### src/rtl/param_seq_core.sv
// Four-phase sequenced ALU core: fetch operands (T=1), execute (T=2), write back (T=3).
// A small general register file is preloadable from the host while the core is idle.
module param_seq_core #(
    parameter int unsigned WIDTH = 4,
    parameter int unsigned NREGS = 3,
    parameter int unsigned AW    = $clog2(NREGS)
) (
    input  logic             clk,
    input  logic             rst,
    input  logic             E,
    input  logic             cmd_valid,
    output logic             cmd_ready,
    input  logic [2:0]       cmd_op,
    input  logic [AW-1:0]    cmd_src_a,
    input  logic [AW-1:0]    cmd_src_b,
    input  logic [AW-1:0]    cmd_dst,
    input  logic             init_we,
    input  logic [AW-1:0]    init_addr,
    input  logic [WIDTH-1:0] init_data,
    output logic [1:0]       T,
    output logic             busy,
    output logic [WIDTH-1:0] outr,
    output logic             done,
    output logic             flag_z,
    output logic             flag_c,
    output logic             err
);

    typedef enum logic [1:0] {
        StIdle  = 2'd0,
        StRead  = 2'd1,
        StExec  = 2'd2,
        StWrite = 2'd3
    } state_e;

    state_e           state_q, state_d;
    logic [WIDTH-1:0] regs_q [NREGS];
    logic [WIDTH-1:0] dr1_q, dr2_q, ac_q, outr_q;
    logic [2:0]       op_q;
    logic [AW-1:0]    src_a_q, src_b_q, dst_q;
    logic             fz_q, fc_q, done_q, err_q;

    logic             accept, cmd_legal, init_ok;
    logic [WIDTH:0]   sum;
    logic [WIDTH-1:0] alu_res;
    logic             alu_c;

    assign cmd_ready = (state_q == StIdle) && E;
    assign accept    = cmd_valid && cmd_ready;
    assign cmd_legal = (32'(cmd_src_a) < NREGS) && (32'(cmd_src_b) < NREGS)
                    && (32'(cmd_dst) < NREGS);
    assign init_ok   = init_we && E && (state_q == StIdle) && (32'(init_addr) < NREGS);

    assign T      = state_q;
    assign busy   = (state_q != StIdle);
    assign outr   = outr_q;
    assign flag_z = fz_q;
    assign flag_c = fc_q;
    // Pulses are masked while stalled so a stall never shows a completion.
    assign done   = done_q && E;
    assign err    = err_q && E;

    always_comb begin
        state_d = state_q;
        case (state_q)
            StIdle:  if (accept && cmd_legal) state_d = StRead;
            StRead:  state_d = StExec;
            StExec:  state_d = StWrite;
            StWrite: state_d = StIdle;
            default: state_d = StIdle;
        endcase
    end

    always_ff @(posedge clk or posedge rst) begin
        if (rst) begin
            state_q <= StIdle;
        end else if (E) begin
            state_q <= state_d;
        end
    end

    assign sum = {1'b0, dr1_q} + {1'b0, dr2_q};

    always_comb begin
        alu_res = '0;
        alu_c   = 1'b0;
        case (op_q)
            3'd0: begin
                alu_res = sum[WIDTH-1:0];
                alu_c   = sum[WIDTH];
            end
            3'd1: begin
                alu_res = dr1_q - dr2_q;
                alu_c   = (dr1_q < dr2_q);
            end
            3'd2: alu_res = dr1_q & dr2_q;
            3'd3: alu_res = dr1_q | dr2_q;
            3'd4: alu_res = dr1_q ^ dr2_q;
            3'd5: begin
                alu_res = {dr1_q[WIDTH-2:0], 1'b0};
                alu_c   = dr1_q[WIDTH-1];
            end
            3'd6: begin
                alu_res = {1'b0, dr1_q[WIDTH-1:1]};
                alu_c   = dr1_q[0];
            end
            default: alu_res = dr1_q;
        endcase
    end

    always_ff @(posedge clk or posedge rst) begin
        if (rst) begin
            for (int unsigned i = 0; i < NREGS; i++) regs_q[i] <= '0;
            dr1_q   <= '0;
            dr2_q   <= '0;
            ac_q    <= '0;
            outr_q  <= '0;
            op_q    <= '0;
            src_a_q <= '0;
            src_b_q <= '0;
            dst_q   <= '0;
            fz_q    <= 1'b0;
            fc_q    <= 1'b0;
            done_q  <= 1'b0;
            err_q   <= 1'b0;
        end else begin
            done_q <= 1'b0;
            err_q  <= 1'b0;
            if (E) begin
                case (state_q)
                    StIdle: begin
                        // Preload lands on the same edge as accept, so T=1 sees it.
                        if (init_ok) regs_q[init_addr] <= init_data;
                        if (accept) begin
                            if (cmd_legal) begin
                                op_q    <= cmd_op;
                                src_a_q <= cmd_src_a;
                                src_b_q <= cmd_src_b;
                                dst_q   <= cmd_dst;
                            end else begin
                                err_q <= 1'b1;
                            end
                        end
                    end
                    StRead: begin
                        dr1_q <= regs_q[src_a_q];
                        dr2_q <= regs_q[src_b_q];
                    end
                    StExec: begin
                        ac_q <= alu_res;
                        fz_q <= (alu_res == '0);
                        fc_q <= alu_c;
                    end
                    StWrite: begin
                        regs_q[dst_q] <= ac_q;
                        outr_q        <= ac_q;
                        done_q        <= 1'b1;
                    end
                    default: ;
                endcase
            end
        end
    end

endmodule

### config.mk
export PLATFORM = sky130hd
export DESIGN_NAME = param_seq_core
export DESIGN_NICKNAME = d
export VERILOG_FILES = /design/src/rtl/param_seq_core.sv
export SDC_FILE = /design/constraint.sdc
export NUM_CORES = 1
export LEC_CHECK = 0
export ABC_AREA = 1
export CORE_MARGIN = 3
export CORE_UTILIZATION = 60
export CTS_BUF_LIST = sky130_fd_sc_hd__clkbuf_8
export CTS_CLUSTER_DIAMETER = 40
export DETAILED_ROUTE_END_ITERATION = 10
export PLACE_DENSITY = 0.85
export SKIP_LAST_GASP = 1
export SYNTH_ARGS = -nofsm -noshare
export SYNTH_HDL_FRONTEND = slang
export SYNTH_SLANG_ARGS = --single-unit
export TNS_END_PERCENT = 20
### constraint.sdc
create_clock -name clk -period 3.4 [get_ports clk]
set_input_delay 0.85 -clock clk [delete_from_list [all_inputs] [get_ports clk]]
set_output_delay 0.85 -clock clk [all_outputs]
set_load 0.02 [all_outputs]
; Word level (Yosys, flattened, before mapping)
; Index checks and enable logic that the tools add are counted.
; W data, S select, Z words.
[totals]
wordCells = 94
regBits = 43
out_inout_bits = 12
input_bits = 20
[classes]
muxes = 24
eq_ne = 11
order_cmp = 11
reduce_logical = 23
bitwise = 7
addsub = 2
[ops]
columns = op, n
row1 = $pmux W4 S7, 1
row2 = $bwmux W12, 2
row3 = $mux W4, 6
row4 = $pmux W12 S2, 1
row5 = $bmux W4 S2, 2
row6 = $demux W4 S2, 2
row7 = $ge A3 B3 Y1 const B, 4
row8 = $logic_and A1 B1 Y1, 12
row9 = $mux W12, 1
row10 = $not A2 Y3, 4
row11 = $eq A3 B3 Y1 const B, 3
row12 = $lt A2 B2 Y1 const B, 4
row13 = $pmux W2 S4, 1
row14 = $reduce_and A2 Y1, 4
row15 = $eq A3 B2 Y1 const B, 2
row16 = $lt A3 B1 Y1 const B, 2
row17 = $mux W1, 6
row18 = $add A4 B4 Y5, 1
row19 = $and A4 B4 Y4, 1
row20 = $eq A2 B2 Y1 const B, 2
row21 = $logic_not A4 Y1, 1
row22 = $lt A4 B4 Y1, 1
row23 = $or A4 B4 Y4, 1
row24 = $pmux W1 S4, 1
row25 = 12 further kinds, 13

; Logic depth before layout (Yosys ltp)
[logic_depth]
word_depth = 8
mapped_depth = 13
ltp_nobuf = 13

; Worst setup path before layout
; OpenSTA, ideal clock, no wires.
[synth_path]
path_kind = input to output
start = input E
end = output cmd_ready
n_path_buf = 1
arrival_ns = 1.131
cell_stages = 3
path_slack_ns = 1.419
cell_sequence = buf_6 nand2_1 inv_2
[synth_between]
elab_chain_cells = 1
[synth_rtl]
columns = item, line
row1 = start: declaration, 10  ; input logic E,
row2 = $logic_and A1 B1 Y1, 48  ; assign cmd_ready = (state_q == StIdle) && E;
row3 = end: declaration, 12  ; output logic cmd_ready,
; No other way between the ends.

; Final worst setup path
; Same ends and word-level chain as after synthesis.

==> results_dict.tcl <==
set metrics [dict create \
    run_status "finished clean" \
    post-place-ws_ns 0.236 \
    timing.critical_path.fanout_max 7 \
    cts-resized-gates 0 \
    cp-start-kind "primary input" \
    final_nets 432 \
    hold_viol_final 0 \
    cp_data_required_time_ns 2.55 \
    post-route-util 0.729 \
    core_sq_um 4440 \
    r2r_slack_ns 1.40 \
    grt_pass1_vias 2433 \
    yosysWarnings 0 \
    io_buffers 31 \
    die_area_sq_um 5520 \
    maxCapViolations 0 \
    grt_antenna_before_repair 0 \
    cts.sinks 43 \
    p_per_area_nw_per_um2 972 \
    hp-class "register to register" \
    skew_ns 0.00605 \
    mostFrequentLayoutCell "nand2_1" \
    max_slew_margin 0.646 \
    cts-root-buf "clkbuf_8" \
    initial_core_util 0.630 \
    synth_area_sq_um 2800 \
    fin_crit_ns 3.15 \
    die_w_um 74.3 \
    yosysSeqAreaShare 0.384 \
    routed-via-count 2522 \
    drc_errors 0 \
    ant_nets 0 \
    die_h_um 74.3 \
    fin_tns_setup_ns 0 \
    rsz0062_at_grt "no" \
    grt_remaining_overflow 0 \
    first_iter_violations 143 \
    cts_hold_buf 0 \
    avgRoutedWirePerCell_um 14.6 \
    mostFrequentLayoutCells "nand2_1 (75), inv_1 (52), dfrtp_1 (43)" \
    viasPerCell 5.65 \
    grt_max_degree 44 \
    synth_cell_types 31 \
    critical_path_class "primary input to primary output" \
    tightest_slew_ns 0.530 \
    fillers 360 \
    drt_wl_total_um 6510 \
    row_count 24 \
    cellLeakagePower_nw 1.59 \
    synth_cells 366 \
    gp_congestion 0.942 \
    io_pins 32 \
    drive_above_1_share 0.0660 \
    synth_seq_cells 43 \
    slew_viol_final 0 \
    n_antenna_cell 0 \
    area_growth_pct 15.6 \
    cts_max_level 2 \
    worstPathArrival_ns 2.30 \
    critPathCaptureType "primary output" \
    postCtsSetupRepairBufs 0 \
    setup_viol 0 \
    finalCritPeriodShare 0.927 \
    clock_latency_ns 0.30 \
    fmax_ghz 0.317 \
    clk_pin_slew_ns 0.08 \
    finalWorstSetupSlack_ns 0.248 \
    vdd_drop_max_mv 0.580 \
    syn_avg_cell_area_sq_um 7.65 \
    grt_pass1_wl_um 11000 \
    numCtsBuffers 5 \
    clk_path_buf_depth 2 \
    firstDrtPassIters 5 \
    synth_nets 405 \
    track_usage 0.263 \
    place_hpwl_um 5080 \
    cts_tree "done" \
]
-- where the power goes --
| part | switching (mW) | internal [mW] | leakage, nW |
|---|---|---|---|
| Clock | 0.181 | 0.293 | 0.0644 |
| Combinational | 1.06 | 0.610 | 1.01 |
| Sequential | 0.257 | 0.743 | 0.524 |
| Total | 1.50 | 1.65 | 1.59 |
-- through the flow --
| stage | instances | area (sq um) | hold slack [ns] | power (mW) |
|---|---|---|---|---|
| 2_1_floorplan | 366 | 2800 | 0.464 | 2.20 |
| 3_3_place_gp | 438 | 3100 | 0.475 | 2.61 |
| 3_5_place_dp | 438 | 3100 | 0.477 | 2.66 |
| 4_1_cts | 446 | 3240 | 0.501 | 3.14 |
| 5_1_grt | 446 | 3240 | 0.534 | 3.43 |
| 6_report | 446 | 3240 | 0.498 | 3.15 |
-- layer usage --
metal | vias to the layer above | part of all wire | track usage
met5 | - | 0 | 0
met3 | 15 | 0.039 | 0.0446
met2 | 80 | 0.51 | 0.453
met4 | 0 | 0.025 | 0.101
met1 | 1165 | 0.42 | 0.333
li1 | 1262 | - | -
-- final cells by class --
cell class	count	area [sq um]	share of cell area
flip-flops and latches	43	1080	0.332
repair buffers	32	318	0.0981
well taps	52	65.1	0.0201
clock inverters	3	67.6	0.0209
inverters	56	210	0.0649
clock buffers	5	68.8	0.0213
multi-input cells	255	1430	0.442
-- worst paths after layout --
check / depth (start not counted) / end / from
max: 4 / cmd_ready / E
min: 2 / flag_z / flag_z
max reg2reg: 6 / regs_q[2] / T[0]
min reg2reg: 2 / flag_z / flag_z
max in group asynchronous: 3 / regs_q[0] / rst
min in group asynchronous: 3 / op_q[0] / rst
-- cells in the mapped netlist (all sizes together) --
| library cell | n | area, sq um |
|---|---|---|
| nand3b | 1 | 7.51 |
| inv | 56 | 210 |
| o22ai | 4 | 25.0 |
| nor3 | 3 | 15.0 |
| clkbuf | 4 | 25.0 |
| a32oi | 8 | 70.1 |
| nor2 | 42 | 170 |
| o21ai | 38 | 205 |
| nand2 | 77 | 294 |
| a31oi | 9 | 56.3 |
| dfrtp | 43 | 1080 |
| mux2 | 2 | 22.5 |
| fa | 2 | 40.0 |
| a21oi | 18 | 90.1 |
| o211ai | 3 | 55.1 |
| ha | 17 | 213 |
| nand4 | 7 | 43.8 |
| buf | 8 | 56.3 |
| nand3 | 24 | 125 |
-- logic make-up after synthesis --
kind of cell	count (synthesis)	share of synthesized area
simple gates	154	0.234
compound gates	80	0.179
buf+inv	68	0.104
flops	43	0.384
fa+ha+maj	19	0.0903
mux	2	0.00804
-- registers in the layout (all words and copies together) (netlist names) --
| register | flops |
|---|---|
| src_a_q | 2 |
| T | 2 |
| ac_q | 4 |
| done_q | 1 |
| dst_q | 2 |
| err_q | 1 |
| regs_q | 12 |
| flag_c | 1 |
| dr1_q | 4 |
| dr2_q | 4 |
| flag_z | 1 |
| outr | 4 |
| src_b_q | 2 |
| op_q | 3 |
-- worst max-delay path, cell delays in order --
cell,delay (ns)
clkdlybuf4s50_1,0.63
nand2_1,0.12
inv_2,0.09
clkdlybuf4s50_1,0.60
(Power assumes the default switching activity.)
